**src/rtl/mp3_header_emitter.sv**
```systemverilog
// MPEG-1 Layer III frame emitter: serialises a 4-byte header, then forwards
// exactly frame_size-4 payload bytes from upstream on a valid/ready byte stream.
module mp3_header_emitter (
    input  logic        clk,
    input  logic        rst,
    input  logic        start,
    input  logic        prot,
    input  logic [3:0]  bitrate_idx,
    input  logic [1:0]  samplerate_idx,
    input  logic        padding,
    input  logic        private_bit,
    input  logic [1:0]  mode,
    input  logic [1:0]  mode_ext,
    input  logic        copyright,
    input  logic        original,
    input  logic [1:0]  emphasis,
    input  logic [7:0]  axiid,
    input  logic        axiiv,
    output logic        axiir,
    output logic [7:0]  axiod,
    output logic        axiov,
    input  logic        axior,
    output logic        busy,
    output logic [10:0] frame_size,
    output logic        done,
    output logic        err
);

    typedef enum logic [1:0] {
        IDLE,
        HDR,
        PAYLOAD,
        DONE
    } state_t;

    state_t      state;
    logic [23:0] hdr_rest;
    logic [1:0]  byte_idx;
    logic [10:0] count;

    logic [31:0] hdr_word;
    logic [10:0] size_lut;
    logic        fields_ok;
    logic        accept;
    logic        xfer;

    assign hdr_word = {11'h7FF, 2'b11, 2'b01, prot, bitrate_idx, samplerate_idx,
                       padding, private_bit, mode, mode_ext, copyright, original,
                       emphasis};

    assign fields_ok = (bitrate_idx != 4'd0) && (bitrate_idx != 4'd15) &&
                       (samplerate_idx != 2'd3);

    // floor(144 * bitrate / samplerate) without padding, for every valid index pair
    always_comb begin
        size_lut = 11'd0;
        case ({samplerate_idx, bitrate_idx})
            // 44100 Hz
            6'h01: size_lut = 11'd104;
            6'h02: size_lut = 11'd130;
            6'h03: size_lut = 11'd156;
            6'h04: size_lut = 11'd182;
            6'h05: size_lut = 11'd208;
            6'h06: size_lut = 11'd261;
            6'h07: size_lut = 11'd313;
            6'h08: size_lut = 11'd365;
            6'h09: size_lut = 11'd417;
            6'h0A: size_lut = 11'd522;
            6'h0B: size_lut = 11'd626;
            6'h0C: size_lut = 11'd731;
            6'h0D: size_lut = 11'd835;
            6'h0E: size_lut = 11'd1044;
            // 48000 Hz
            6'h11: size_lut = 11'd96;
            6'h12: size_lut = 11'd120;
            6'h13: size_lut = 11'd144;
            6'h14: size_lut = 11'd168;
            6'h15: size_lut = 11'd192;
            6'h16: size_lut = 11'd240;
            6'h17: size_lut = 11'd288;
            6'h18: size_lut = 11'd336;
            6'h19: size_lut = 11'd384;
            6'h1A: size_lut = 11'd480;
            6'h1B: size_lut = 11'd576;
            6'h1C: size_lut = 11'd672;
            6'h1D: size_lut = 11'd768;
            6'h1E: size_lut = 11'd960;
            // 32000 Hz
            6'h21: size_lut = 11'd144;
            6'h22: size_lut = 11'd180;
            6'h23: size_lut = 11'd216;
            6'h24: size_lut = 11'd252;
            6'h25: size_lut = 11'd288;
            6'h26: size_lut = 11'd360;
            6'h27: size_lut = 11'd432;
            6'h28: size_lut = 11'd504;
            6'h29: size_lut = 11'd576;
            6'h2A: size_lut = 11'd720;
            6'h2B: size_lut = 11'd864;
            6'h2C: size_lut = 11'd1008;
            6'h2D: size_lut = 11'd1152;
            6'h2E: size_lut = 11'd1440;
            default: size_lut = 11'd0;
        endcase
    end

    // NOTE: axiir is combinational on axior so the output register can be refilled
    // on the same cycle it drains, sustaining one byte per clock.
    assign axiir  = (state == PAYLOAD) && (count != frame_size) && (!axiov || axior);
    assign accept = axiiv && axiir;
    assign xfer   = axiov && axior;

    always_ff @(posedge clk or posedge rst) begin
        if (rst) begin
            state      <= IDLE;
            hdr_rest   <= 24'd0;
            byte_idx   <= 2'd0;
            count      <= 11'd0;
            axiod      <= 8'd0;
            axiov      <= 1'b0;
            busy       <= 1'b0;
            frame_size <= 11'd0;
            done       <= 1'b0;
            err        <= 1'b0;
        end else begin
            done <= 1'b0;
            err  <= 1'b0;
            case (state)
                IDLE: begin
                    if (start) begin
                        if (fields_ok) begin
                            frame_size <= size_lut + {10'd0, padding};
                            axiod      <= hdr_word[31:24];
                            hdr_rest   <= hdr_word[23:0];
                            byte_idx   <= 2'd0;
                            axiov      <= 1'b1;
                            busy       <= 1'b1;
                            state      <= HDR;
                        end else begin
                            err <= 1'b1;
                        end
                    end
                end

                HDR: begin
                    if (xfer) begin
                        if (byte_idx == 2'd3) begin
                            axiov <= 1'b0;
                            count <= 11'd4;
                            state <= PAYLOAD;
                        end else begin
                            axiod    <= hdr_rest[23:16];
                            hdr_rest <= {hdr_rest[15:0], 8'h00};
                            byte_idx <= byte_idx + 2'd1;
                        end
                    end
                end

                PAYLOAD: begin
                    if (accept) begin
                        axiod <= axiid;
                        axiov <= 1'b1;
                        count <= count + 11'd1;
                    end else if (xfer) begin
                        axiov <= 1'b0;
                        // Last payload byte has left once nothing more may be accepted
                        if (count == frame_size) begin
                            done  <= 1'b1;
                            state <= DONE;
                        end
                    end
                end

                DONE: begin
                    busy  <= 1'b0;
                    axiov <= 1'b0;
                    state <= IDLE;
                end

                default: state <= IDLE;
            endcase
        end
    end

endmodule

```
**config.mk**
```make
export PLATFORM = sky130hd
export DESIGN_NAME = mp3_header_emitter
export DESIGN_NICKNAME = d
export VERILOG_FILES = /design/src/rtl/mp3_header_emitter.sv
export SDC_FILE = /design/constraint.sdc
export NUM_CORES = 1
export LEC_CHECK = 0
export ABC_AREA = 1
export CAP_MARGIN = 40
export CORE_ASPECT_RATIO = 0.8
export CORE_UTILIZATION = 55
export DETAILED_ROUTE_END_ITERATION = 12
export HOLD_SLACK_MARGIN = 0.08
export PLACE_DENSITY = 0.79
export SYNTH_ARGS = -nofsm -noshare
export SYNTH_HDL_FRONTEND = slang
export SYNTH_SLANG_ARGS = --single-unit
```
**constraint.sdc**
```tcl
create_clock -name clk -period 2.53 [get_ports clk]
set_input_delay 0.759 -clock clk [delete_from_list [all_inputs] [get_ports clk]]
set_output_delay 0.759 -clock clk [all_outputs]
set_load 0.005 [all_outputs]
```
# Word level (Yosys, flattened, before mapping)

Memory sizes are Yosys's and may differ from the RTL's.
Cells that the tools add are included.

Memories kept: 1
Input bits: 30
ROM bits: 704
Register bits after elaboration: 62

Muxes and demuxes: 43
Reductions and logical operators: 21
Add/sub/neg operators: 3
Equal/unequal tests: 18

Memories:

| memory           | words | bits a word | rd ports | clocked after memory_dff | wr ports | line | text |
|---|---|---|---|---|---|---|---|
| (name not given) | 64    | 11          | 1        | 0                        | 0        | 57   | `case ({samplerate_idx, bitrate_idx})` |

Operators with widths:

| kind                  | number |
|---|---|
| $mux 24               | 4 |
| $pmux 24 s2           | 1 |
| $mux 8                | 5 |
| $mux 11               | 3 |
| $pmux 8 s3            | 1 |
| $mux 2                | 11 |
| $pmux 11 s2           | 1 |
| $ne 2x2->1 const B    | 9 |
| $mux 1                | 13 |
| $add 11x1->11         | 1 |
| $add 11x1->11 const B | 1 |
| $eq 11x11->1          | 1 |
| $ne 11x11->1          | 1 |
| $reduce_and 5->1      | 2 |
| $pmux 2 s4            | 1 |
| $reduce_and 7->1      | 1 |
| $eq 2x2->1 const B    | 3 |
| $logic_and 1x1->1     | 6 |
| $reduce_and 3->1      | 2 |
| $reduce_and 6->1      | 1 |
| $reduce_bool 2->1     | 3 |
| $ne 4x4->1 const B    | 1 |
| $pmux 1 s4            | 1 |
| $pmux 2 s2            | 1 |
| other kinds (11)      | 11 |

# Depth between registers and ports, before layout

Gate-level depths: netlist of run 1.

Depth in word-level cells: 6
Gate-level depth with buffers: 17
Depth with buffers taken out: 17

# Worst setup path after synthesis of run 1

No wires, ideal clock.

Path type: input-to-reg
From: in samplerate_idx[0]
To: reg frame_size[6]
Stages on the path: 12
Arrival: 2341 ps
Required time: 2413 ps
Buffers on the path: 1
Setup slack: 71 ps
Path through: buf_2 -> nor2_1 -> a21boi_0 -> ha_1 -> ha_1 -> inv_1 -> nor2_2 -> nand2_2 -> nor2_4 -> nand3_1 -> nand3_1 -> nand2_1

Cells in the longest elaborated chain, start to end: 3
Elaborated cells between the ends (all ways): 5
Those cells by class: add/sub: 1; eq/ne: 1; reduce/logical: 2; memory: 1

Ends and longest elaborated chain:

| what                                                                  | line | text |
|---|---|---|
| start, declared                                                       | 9    | `input logic [1:0] samplerate_idx,` |
| parallel branches: the longest is 3 deep, another holds $mem_v2 64x11 | --   |  |
| end signal, assigned                                                  | 132  | `frame_size <= size_lut + {10'd0, padding};` |
| end, declared                                                         | 24   | `output logic [10:0] frame_size,` |

Several ways; the timed one is not identified.
A chain may end at the register's enable or synchronous reset.

# Worst setup path after layout of run 1

From: in axior
To: out axiir

Cells in the longest elaborated chain, start to end: 2

Ends and longest elaborated chain:

| what              | line | text |
|---|---|---|
| start, declared   | 22   | `input logic axior,` |
| $logic_or 1x1->1  | 109  | `assign axiir = (state == PAYLOAD) && (count != frame_size) && (!axiov \|\| axior);` |
| $logic_and 1x1->1 | 109  |  |
| end, declared     | 19   | `output logic axiir,` |

No other way between the ends.

==> results by group, run 1 <==
Die
  • Die X: between 90 and 100 um
  • Rows: 28
  • Io pins: 54
  • Initial Util: between 50% and 60%
  • Die Footprint: 7950 um2
  • Core area: 7360 um2
  • Die height: 79.9 um

Layout
  • Final core occ: 74.1%
  • ANT cells: 0
  • Area delta synth->final: 30.5%
  • Nets@finish: 721
  • Layout cells sized above 1: between 20 and 25%
  • Fillers: 563
  • Final cell count without fillers: 769

Yosys
  • Mapped Cells: 570
  • Post-synth top cells: 188 x nand2_1, 62 x dfrtp_1, 52 x inv_1
  • XOR/XNOR Fraction of Synth Area: 4.20%
  • Most frequent cell after synthesis: nand2_1
  • Adder-cell share of the synthesized area: 5.09%
  • Async set-reset flop share out of synthesis: 100%
  • Syn_area_per_cell: 7.33 um2
  • Compound-gate portion of the synthesized area: a little under an eighth
  • Number of synthesized register bits: 62
  • Post-synth EDFFs: 0
  • Post-Syn Area: 4180 um2
  • Combinational family with the most area after synthesis: simple AND/OR/NAND/NOR gates
  • Post-synthesis sequential area ratio: approximately 37%
  • Top-area cell type share of the netlist area: 37.2%
  • Synth cell types: 42
  • Syn. warnings: 0
  • Largest area contributor in the netlist: dfrtp_1
  • Top cells by area, synth: dfrtp_1 37%, nand2_1 17%, ha_1 5.1%
  • Post-synthesis mux area share: 0%
  • Ys flop type: dfrtp_1
  • Post-Synth Simple-Gate Area: 32.5%
  • Syn_nets: 617

Hold path
  • WHS Endpoint: axiod[6]
  • Hold path depth: 2
  • Worst hold path type: reg2reg
  • Min-delay src: axiod[6]

Power
  • Pwr Density: 995 nW/um2
  • Power, Total: 5.42 mW
  • Pleak: around 2.7 nW
  • Worst VDD drop: 0.000427 V

STA
  • Setup Skew: 0.0139 ns
  • Unrepaired setup endpoints after global routing: no
  • Final Critical Period: 2.41 ns
  • Fin crit share: 95.4%
  • Final slew viol count: 0
  • # setup viols final: 0
  • Slew Limit Headroom: 58.8%
  • Fin. Hold Viols: 0
  • Max Freq: 414 MHz
  • Slew @ Worst Pin: 0.618 ns
  • Hold slack final: 0.502 ns
  • Setup tns final: 0 ns

Place
  • Routability congestion estimate: 0.961
  • Hpwl dp: 7.97 mm
  • I/O Buffers: 53
  • Placed Cells: ~750

Worst setup path
  • FF-to-FF Start: state[1]
  • Delay-heaviest family, CP: buffers and inverters
  • Critical Setup Path Class: in2out
  • Critical path's slowest cell: clkdlybuf4s50_1
  • FF-to-FF End: count[5]
  • Worst EP arrival: between 1.5 and 2 ns
  • Buf/Inv on CP: 3
  • CP Capture Type: output port
  • Register-to-register setup slack: 0.28 ns
  • Crit path max fanout: 2
  • Critical Path, Cell by Cell: clkdlybuf4s50_1 > inv_1 > a21oi_2 > and2_1 > clkbuf_2
  • Worst EP required: between 1.5 and 2 ns
  • Critical Path Max Stage Delay: 0.48 ns
  • Critical Path Start Type: primary input
  • Crit path from: axior
  • FF-to-FF path depth: 9

Clock network
  • CTS Hold Bufs: 0
  • Clock transition at the registers of the reported paths: 0.08 ns
  • Clk_lat worst skew: 0.35 ns
  • TritonCTS clock tree: done
  • CTS Buf Count: 9
  • Clock Tree Root: clkbuf_8
  • Max clock buf depth: 2
  • Clock sink total: 62
  • # H-tree levels: 3

Global routing
  • Vias in the first global route: between 3000 and 4000
  • First-pass GRT wire length: 17.9 mm
  • Largest net degree at the start of global routing: 46
  • Initial antenna violation count: 0
  • GRT Total Usage: between 20 and 30%
  • Global route total overflow: 0

Drt
  • Via count: a little over 4000
  • Routed WL: 10.8 mm
  • Vias per cell: roughly 5.3
  • Initial DRT Pass Iterations: 4
  • Drt wl/cell: 14.0 um
  • Final ANT Viol Nets: 0
  • 1st-iter DRT viols: ~240
  • Residual DRC count: 0

Outcome
  • Outcome: complete, no violations

Flow run
  • Max_cap viols: 0
[worst max-delay path by stage]
stage | to | slack (ns) | cells past startpoint
after floorplan | frame_size[6] | 0.07 | 12
after global placement | frame_size[8] | -0.38 | 13
after detailed placement | frame_size[8] | -0.52 | 17
after CTS | frame_size[8] | 0.01 | 17
after global routing | axiir | 0.03 | 6
final | axiir | 0.12 | 5
[where the power goes]
part	internal [mW]	leakage (nW)	switching, mW
registers	1.40	0.770	0.271
logic	1.28	1.84	1.56
clock network	0.487	0.103	0.423
[cell type report]
class / instances / area [um2] / area share (%)
Multi-Input combinational cell: 425 / 2310 / 42.4
Sequential cell: 62 / 1560 / 28.5
Timing Repair Buffer: 117 / 1040 / 19.0
Inverter: 59 / 229 / 4.20
Clock buffer: 10 / 138 / 2.53
Tap cell: 90 / 113 / 2.07
Clock inverter: 6 / 68.8 / 1.26
[through the flow]
stage / area, um2 / worst slack (ns)
after floorplan: 4180 / 0.0713
after global placement: 5130 / -0.377
after detailed placement: 5130 / -0.524
final: 5450 / 0.117
after global routing: 5450 / 0.0293
after CTS: 5370 / 0.0125
[metal layers]
metal / wire, um / GRT usage [%] / up-vias
met4: 130 / 7.06 / 0
met2: 4970 / 48.0 / 134
met5: 0 / 0 / -
met1: 4970 / 39.0 / 1926
met3: 700 / 5.60 / 13
li1: - / - / 2038
[worst register-to-register path: cells and delay by family (launching register included)]
kind                       cells  cell delay (ns)
adders and majority gates      1             0.57
buffers and inverters          3             0.44
DFF                            1             0.40
and+or+nand+nor                5             0.73
[layout by cell type (no fill, tap or decap), types with 4 or more instances in the layout]
cell and instances:
nand2_2 10, inv_1 49, nand4_1 6, ha_1 12, xnor2_1 4, a21oi_1 4
ha_2 4, buf_4 61, xor2_1 15, nor2_4 6, nor3_1 6, nand3_1 40
a2bb2oi_1 6, o211ai_1 7, nor2_2 10, nand2_1 185, o21ai_0 21, o21ai_1 20
clkbuf_8 10, dfrtp_1 59, nor2_1 37, a221oi_1 8, inv_2 7, clkdlybuf4s50_1 48
[what timing repair did]
action,in CTS,in global routing
setup buffers,3,1
setup endpoints to repair,19,21
cloned,0,0
gates resized for setup,10,26
pin swaps,2,9
[state kept, by name (all words and copies together), names as in the netlist]
register    flops
done            1
hdr_rest       24
frame_size     11
byte_idx        2
state           2
axiov           1
err             1
axiod           8
count          11
busy            1
[cells by family after synthesis]
| group | after synthesis |
|---|---|
| simple gates | 312 |
| fa+ha+maj | 17 |
| compound gates | 76 |
| buf+inv | 83 |
| flops | 62 |
| xor+xnor | 20 |
No activity file was read; power rests on OpenSTA's default activity.
==> inputs of run 2 (changes only) <==
- clock period: 2.53 -> 2.59 ns (I/O delays scaled with it)
==> run 2 against run 1 <==
Net effect: cell area increased by 0.85%; clock skew shrank 0.0044 ns; first-iteration DRC count decreased by 12%; global-route usage increased by 0.34 points; total power decreased by 1.1%; combinational power is 4% lower; final cell count is 0.13% lower; worst hold slack lost 0.0091 ns; clock power is 8.8% higher.
==> results by group, run 2 (same netlist as run 1, synthesis figures left out) <==
Power
  • Worst VDD drop: 0.000469 V (+9.8%)
  • Pleak: 2.73 nW (+0.73%)
  • Pwr Density: 976 nW/um2 (-1.9%)
  • Power, Total: 5.36 mW (-1.1%)

Worst setup path
  • Worst EP arrival: 1.77 ns (+0.12 ns)
  • Register-to-register setup slack: 0.42 ns (+0.14 ns)
  • CP Capture Type: output port
  • Worst EP required: 1.81 ns (+0.04 ns)
  • Critical Path Start Type: flip-flop
  • Critical Setup Path Class: reg2out
  • Crit path max fanout: 5 (+3)

Layout
  • Top flop regs: hdr_rest x24, count x11, frame_size x11
  • Final core occ: 74.7% (+0.63 points)
  • Top reg by flops: hdr_rest
  • Commonest non-fill, non-tap cells in the layout: 187 x nand2_1, 57 x buf_4, 56 x dfrtp_1
  • ANT cells: 0 (unchanged)
  • Area delta synth->final: 31.6%
  • Commonest non-fill, non-tap cell in the layout: nand2_1
  • Final cell count without fillers: 768 (-0.13%)
  • Max FFs per register: 24 (unchanged)
  • Nets@finish: 720 (-0.14%)
  • Layout cells sized above 1: 20.2% (-0.12 points)

Drt
  • Initial DRT Pass Iterations: 5 (+1)
  • Via count: 4166 (+1.3%)
  • Residual DRC count: 0 (unchanged)
  • 1st-iter DRT viols: 211 (-12%)
  • Routed WL: 10.8 mm (+0.44%)
  • Vias per cell: 5.42 (+1.5%)
  • Drt wl/cell: 14.1 um (+0.57%)
  • Final ANT Viol Nets: 0 (unchanged)

Global routing
  • GRT Total Usage: 29.3% (+0.34 points)
  • First-pass GRT wire length: 18.2 mm (+1.7%)
  • Global route total overflow: 0 (unchanged)
  • Vias in the first global route: 3927 (+3.8%)
  • Largest net degree at the start of global routing: 63 (+37%)
  • Initial antenna violation count: 0 (unchanged)

Clock network
  • Clk_lat worst skew: 0.35 ns (about the same)
  • TritonCTS clock tree: done
  • Clock sink total: 62 (unchanged)
  • Clock Tree Root: clkbuf_8
  • CTS Buf Count: 9 (unchanged)
  • Max clock buf depth: 2 (unchanged)
  • # H-tree levels: 3 (unchanged)
  • Clock transition at the registers of the reported paths: 0.07 ns (about the same)

Place
  • Placed Cells: 747 (-0.27%)
  • Pre-CTS WS: -0.553 ns (-0.0284 ns)
  • Hpwl dp: 7.88 mm (-1.1%)
  • I/O Buffers: 53 (unchanged)
  • Routability congestion estimate: 0.963 (+0.19%)

STA
  • # setup viols final: 0 (unchanged)
  • Setup Skew: 0.00956 ns (-0.00436 ns)
  • Final Critical Period: 2.54 ns
  • Slew Limit Headroom: 58.8% (about the same)
  • Fin crit share: between 90% and 100%
  • Max Freq: ~390 MHz
  • Fin. Hold Viols: 0 (unchanged)
  • Final slew viol count: 0 (unchanged)
  • Setup tns final: 0 ns (unchanged)
  • Slew @ Worst Pin: 0.618 ns (-0.000338 ns)
  • Final WS setup: 0.0469 ns (-0.0700 ns)

Die
  • Die X: 99.4 um (unchanged)
  • Rows: 28 (unchanged)
  • Core area: 7360 um2 (unchanged)
  • Die height: 79.9 um (unchanged)
  • Io pins: 54 (unchanged)
  • Initial Util: 56.8% (unchanged)
  • Die Footprint: 7950 um2 (unchanged)

Hold path
  • Worst hold path type: reg2reg

Flow run
  • Max_cap viols: 0 (unchanged)

Outcome
  • Outcome: complete, no violations
run 2: cell types whose count changed in the layout (fill, tap and decap cells not counted), moves of 2 or more:
cell	change
buf_4	-4
dfrtp_1	-3
dfrtp_2	+3
buf_6	+2
nand2_1	+2
nor2_1	+2
nor2_2	-2
run 2: report_power, final:
| group | total (mW) | internal (mW) | switching, mW |
|---|---|---|---|
| clock network | 0.989 | 0.594 | 0.395 |
| registers | 1.64 | 1.37 | 0.271 |
| logic | 2.73 | 1.25 | 1.49 |
run 2: what timing repair did:
action                     CTS  global route
hold buffers                 0             0
resized for setup            9            28
buffers inserted             2             3
pin swaps                    3             8
setup endpoints to repair   15            18
run 2: critical path, stage by stage, from the launching register on:
cell and delay (ns):
dfrtp_2 0.45, xnor2_1 0.15, nand2_1 0.07, nor3_1 0.19
nand3_2 0.13, and2_1 0.17, dlygate4sd2_1 0.25
run 2: final cells by class:
cell class | count | area (um2)
clock buffers | 11 | 151
clock inverters | 5 | 81.3
fillers | 550 | 1860
inverters | 59 | 229
multi-input cells | 425 | 2310
flip-flops and latches | 62 | 1560
well taps | 90 | 113
repair buffers | 116 | 1060
run 2: stage by stage:
stage / hold WS, ns / cell area (um2)
final: 0.493 / 5500
after global routing: 0.508 / 5500
after CTS: 0.496 / 5400
after detailed placement: 0.479 / 5130
after global placement: 0.474 / 5130
after floorplan: 0.452 / 4180
run 2: worst paths after layout:
kind | from | to | cells after the start
max | count[8] | axiir | 6
min | axiod[2] | axiod[2] | 2
max reg2reg | state[1] | count[5] | 9
min reg2reg | axiod[2] | axiod[2] | 2
max in group asynchronous | rst | count[1] | 3
min in group asynchronous | rst | count[7] | 3
run 2: layer usage:
metal / track usage (%) / vias to the layer above / share of wire, %
met5: 0 / - / 0
met1: 38.5 / 1925 / 45
met4: 10.6 / 0 / 1.7
met3: 6.22 / 21 / 6.2
met2: 47.7 / 172 / 47
li1: - / 2048 / -
==> inputs of run 3 (changes only) <==
--- a/config.mk
+++ b/config.mk
@@ -11,2 +11,3 @@
 export CORE_UTILIZATION = 55
+export CTS_CLUSTER_SIZE = 12
 export DETAILED_ROUTE_END_ITERATION = 12
==> constraint.sdc (replaced) <==
create_clock -name clk -period 2.59 [get_ports clk]
set_input_delay 0.3885 -clock clk [delete_from_list [all_inputs] [get_ports clk]]
set_output_delay 0.3885 -clock clk [all_outputs]
set_load 0.005 [all_outputs]
==> run 3 against run 2 <==
Net effect: via count down 6.3%; global-route usage down 1.7 points; flip-flop and latch count unchanged; die area is the same; worst hold slack got worse by 0.042 ns; first-iteration DRC count shrank 20%; clock power fell by 2%; count of clock-buffer cells in the layout rose by 1; routed wire length fell by 7.4%; largest power group unchanged.
==> results by group, run 3 (same netlist as run 1, synthesis figures left out) <==
Layout
  • Commonest non-fill, non-tap cells in the layout: 188 x nand2_1, 62 x dfrtp_1, 53 x clkdlybuf4s50_1
  • Area delta synth->final: 23.4%
  • ANT cells: 0 (unchanged)
  • Nets@finish: 690 (-4.2%)
  • Commonest non-fill, non-tap cell in the layout: nand2_1
  • Top flop regs: hdr_rest x24, count x11, frame_size x11
  • Post-route cell area: 5150 um2 (-6.2%)
  • Top reg by flops: hdr_rest
  • Layout cells sized above 1: 12.8% (-7.4 points)
  • Max FFs per register: 24 (unchanged)

Place
  • Routability congestion estimate: 0.970 (+0.73%)
  • I/O Buffers: 53 (unchanged)
  • Hpwl dp: 7.64 mm (-3.0%)
  • DP Area: 4920 um2 (-4.1%)

Flow run
  • Max_cap viols: 0 (unchanged)

Power
  • Pwr Density: 985 nW/um2 (+0.97%)
  • Worst VDD drop: 0.000501 V (+7.0%)
  • Pleak: 2.55 nW (-6.8%)
  • Power, Total: 5.08 mW (-5.3%)

Clock network
  • Max clock buf depth: 2 (unchanged)
  • TritonCTS clock tree: done
  • # H-tree levels: 3 (unchanged)
  • Clock sink total: 62 (unchanged)
  • Setup Buffers After CTS: 0 (-2)
  • Clock transition at the registers of the reported paths: 0.08 ns (about the same)
  • CTS Hold Bufs: 0 (unchanged)
  • Clock Tree Root: clkbuf_8
  • CTS Buf Count: 9 (unchanged)
  • Clk_lat worst skew: 0.34 ns (about the same)
  • CTS-repair resized insts: 0 (-9)

Die
  • Io pins: 54 (unchanged)
  • Die Footprint: 7950 um2 (unchanged)
  • Rows: 28 (unchanged)
  • Initial Util: 56.8% (unchanged)
  • Die height: 79.9 um (unchanged)
  • Die X: 99.4 um (unchanged)
  • Core area: 7360 um2 (unchanged)

Global routing
  • GRT Total Usage: 27.5% (-1.7 points)
  • Global route total overflow: 0 (unchanged)
  • Vias in the first global route: 3696 (-5.9%)
  • Largest net degree at the start of global routing: 35 (-44%)
  • Initial antenna violation count: 0 (unchanged)
  • First-pass GRT wire length: 17.1 mm (-6.2%)

Worst setup path
  • Worst EP required: 2.20 ns (+0.39 ns)
  • CP Capture Type: output port
  • Worst EP arrival: 2.07 ns (+0.30 ns)
  • Crit path max fanout: 7 (+2)
  • Critical Setup Path Class: reg2out
  • Critical Path Start Type: flip-flop

Drt
  • Final ANT Viol Nets: 0 (unchanged)
  • Initial DRT Pass Iterations: 5 (unchanged)
  • Drt wl/cell: 13.6 um (-3.7%)
  • Via count: 3905 (-6.3%)
  • Vias per cell: 5.29 (-2.5%)
  • Residual DRC count: 0 (unchanged)
  • Routed WL: 10.0 mm (-7.4%)
  • 1st-iter DRT viols: 169 (-20%)

Hold path
  • Worst hold path type: in2async

STA
  • Fin crit share: 95.0% (-3.2 points)
  • Final Critical Period: 2.46 ns (-0.0828 ns)
  • Final slew viol count: 0 (unchanged)
  • Setup Skew: 0.0127 ns (+0.00310 ns)
  • Fin. Hold Viols: 0 (unchanged)
  • Max Freq: 406 MHz (+3.4%)
  • Slew @ Worst Pin: 0.637 ns (+0.0196 ns)
  • Slew Limit Headroom: 57.5% (-1.3 points)
  • Unrepaired setup endpoints after global routing: no
  • Hold slack final: 0.451 ns (-0.0420 ns)
  • # setup viols final: 0 (unchanged)

Outcome
  • Outcome: complete, no violations
==> run 3: cell types whose count changed in the layout (fill, tap and decap cells not counted), moves of 3 or more <==
cell,before,now
dfrtp_1,56,62
ha_1,13,17
dfrtp_2,6,0
buf_4,57,32
ha_2,3,0
dlymetal6s2s_1,4,0
clkdlybuf4s50_1,47,53
buf_6,3,0
==> run 3: critical path: stages (launching register included) <==
cell and delay [ns]:
dfrtp_1 0.48, xor2_1 0.18, nor3_1 0.27, nand3_2 0.19, and2_1 0.18, clkdlybuf4s50_1 0.43
==> run 3: routing by layer <==
layer  share of wire [%]  global-route usage, %  routed length, um
met2                  45                   42.8               4470
met1                  49                   38.3               4860
met5                   0                      0                  0
met4                0.99                   7.35                 99
met3                 5.9                   6.74                586
==> run 3: final cells by class <==
| class | count | area [um2] |
|---|---|---|
| multi-input combinational | 425 | 2240 |
| fill | 631 | 2200 |
| sequential | 62 | 1550 |
| timing repair buffer | 86 | 791 |
| inverter | 59 | 229 |
| clock buffer | 12 | 155 |
| tap | 90 | 113 |
| clock inverter | 4 | 76.3 |
==> run 3: power breakdown <==
group / leakage (nW) / switching [mW] / internal, mW
logic: 1.66 / 1.40 / 1.07
clock network: 0.113 / 0.375 / 0.598
registers: 0.775 / 0.261 / 1.37
total: 2.55 / 2.04 / 3.04
==> run 3: final timing paths <==
| kind | start | endpoint | slack [ns] | cells past startpoint |
|---|---|---|---|---|
| max in group asynchronous | rst | hdr_rest[14] | 1.53 | 3 |
| worst min-delay path | rst | count[6] | 0.45 | 2 |
| worst max-delay path | count[6] | axiir | 0.13 | 5 |
| worst max register to register | state[1] | count[5] | 0.36 | 9 |
| worst min register to register | axiod[0] | axiod[0] | 0.49 | 2 |
| min in group clk | axiod[0] | axiod[0] | 0.49 | 2 |
==> run 3: metrics by stage <==
stage                     util [%]  worst slack (ns)  cells  TNS (ns)
after floorplan                  -             0.502    570         0
after global placement        66.8           0.00606    722         0
after detailed placement      66.8            -0.116    722    -0.342
after CTS                     70.0            0.0826    738         0
after global routing          70.0            0.0118    738         0
final                         70.0             0.130    738         0
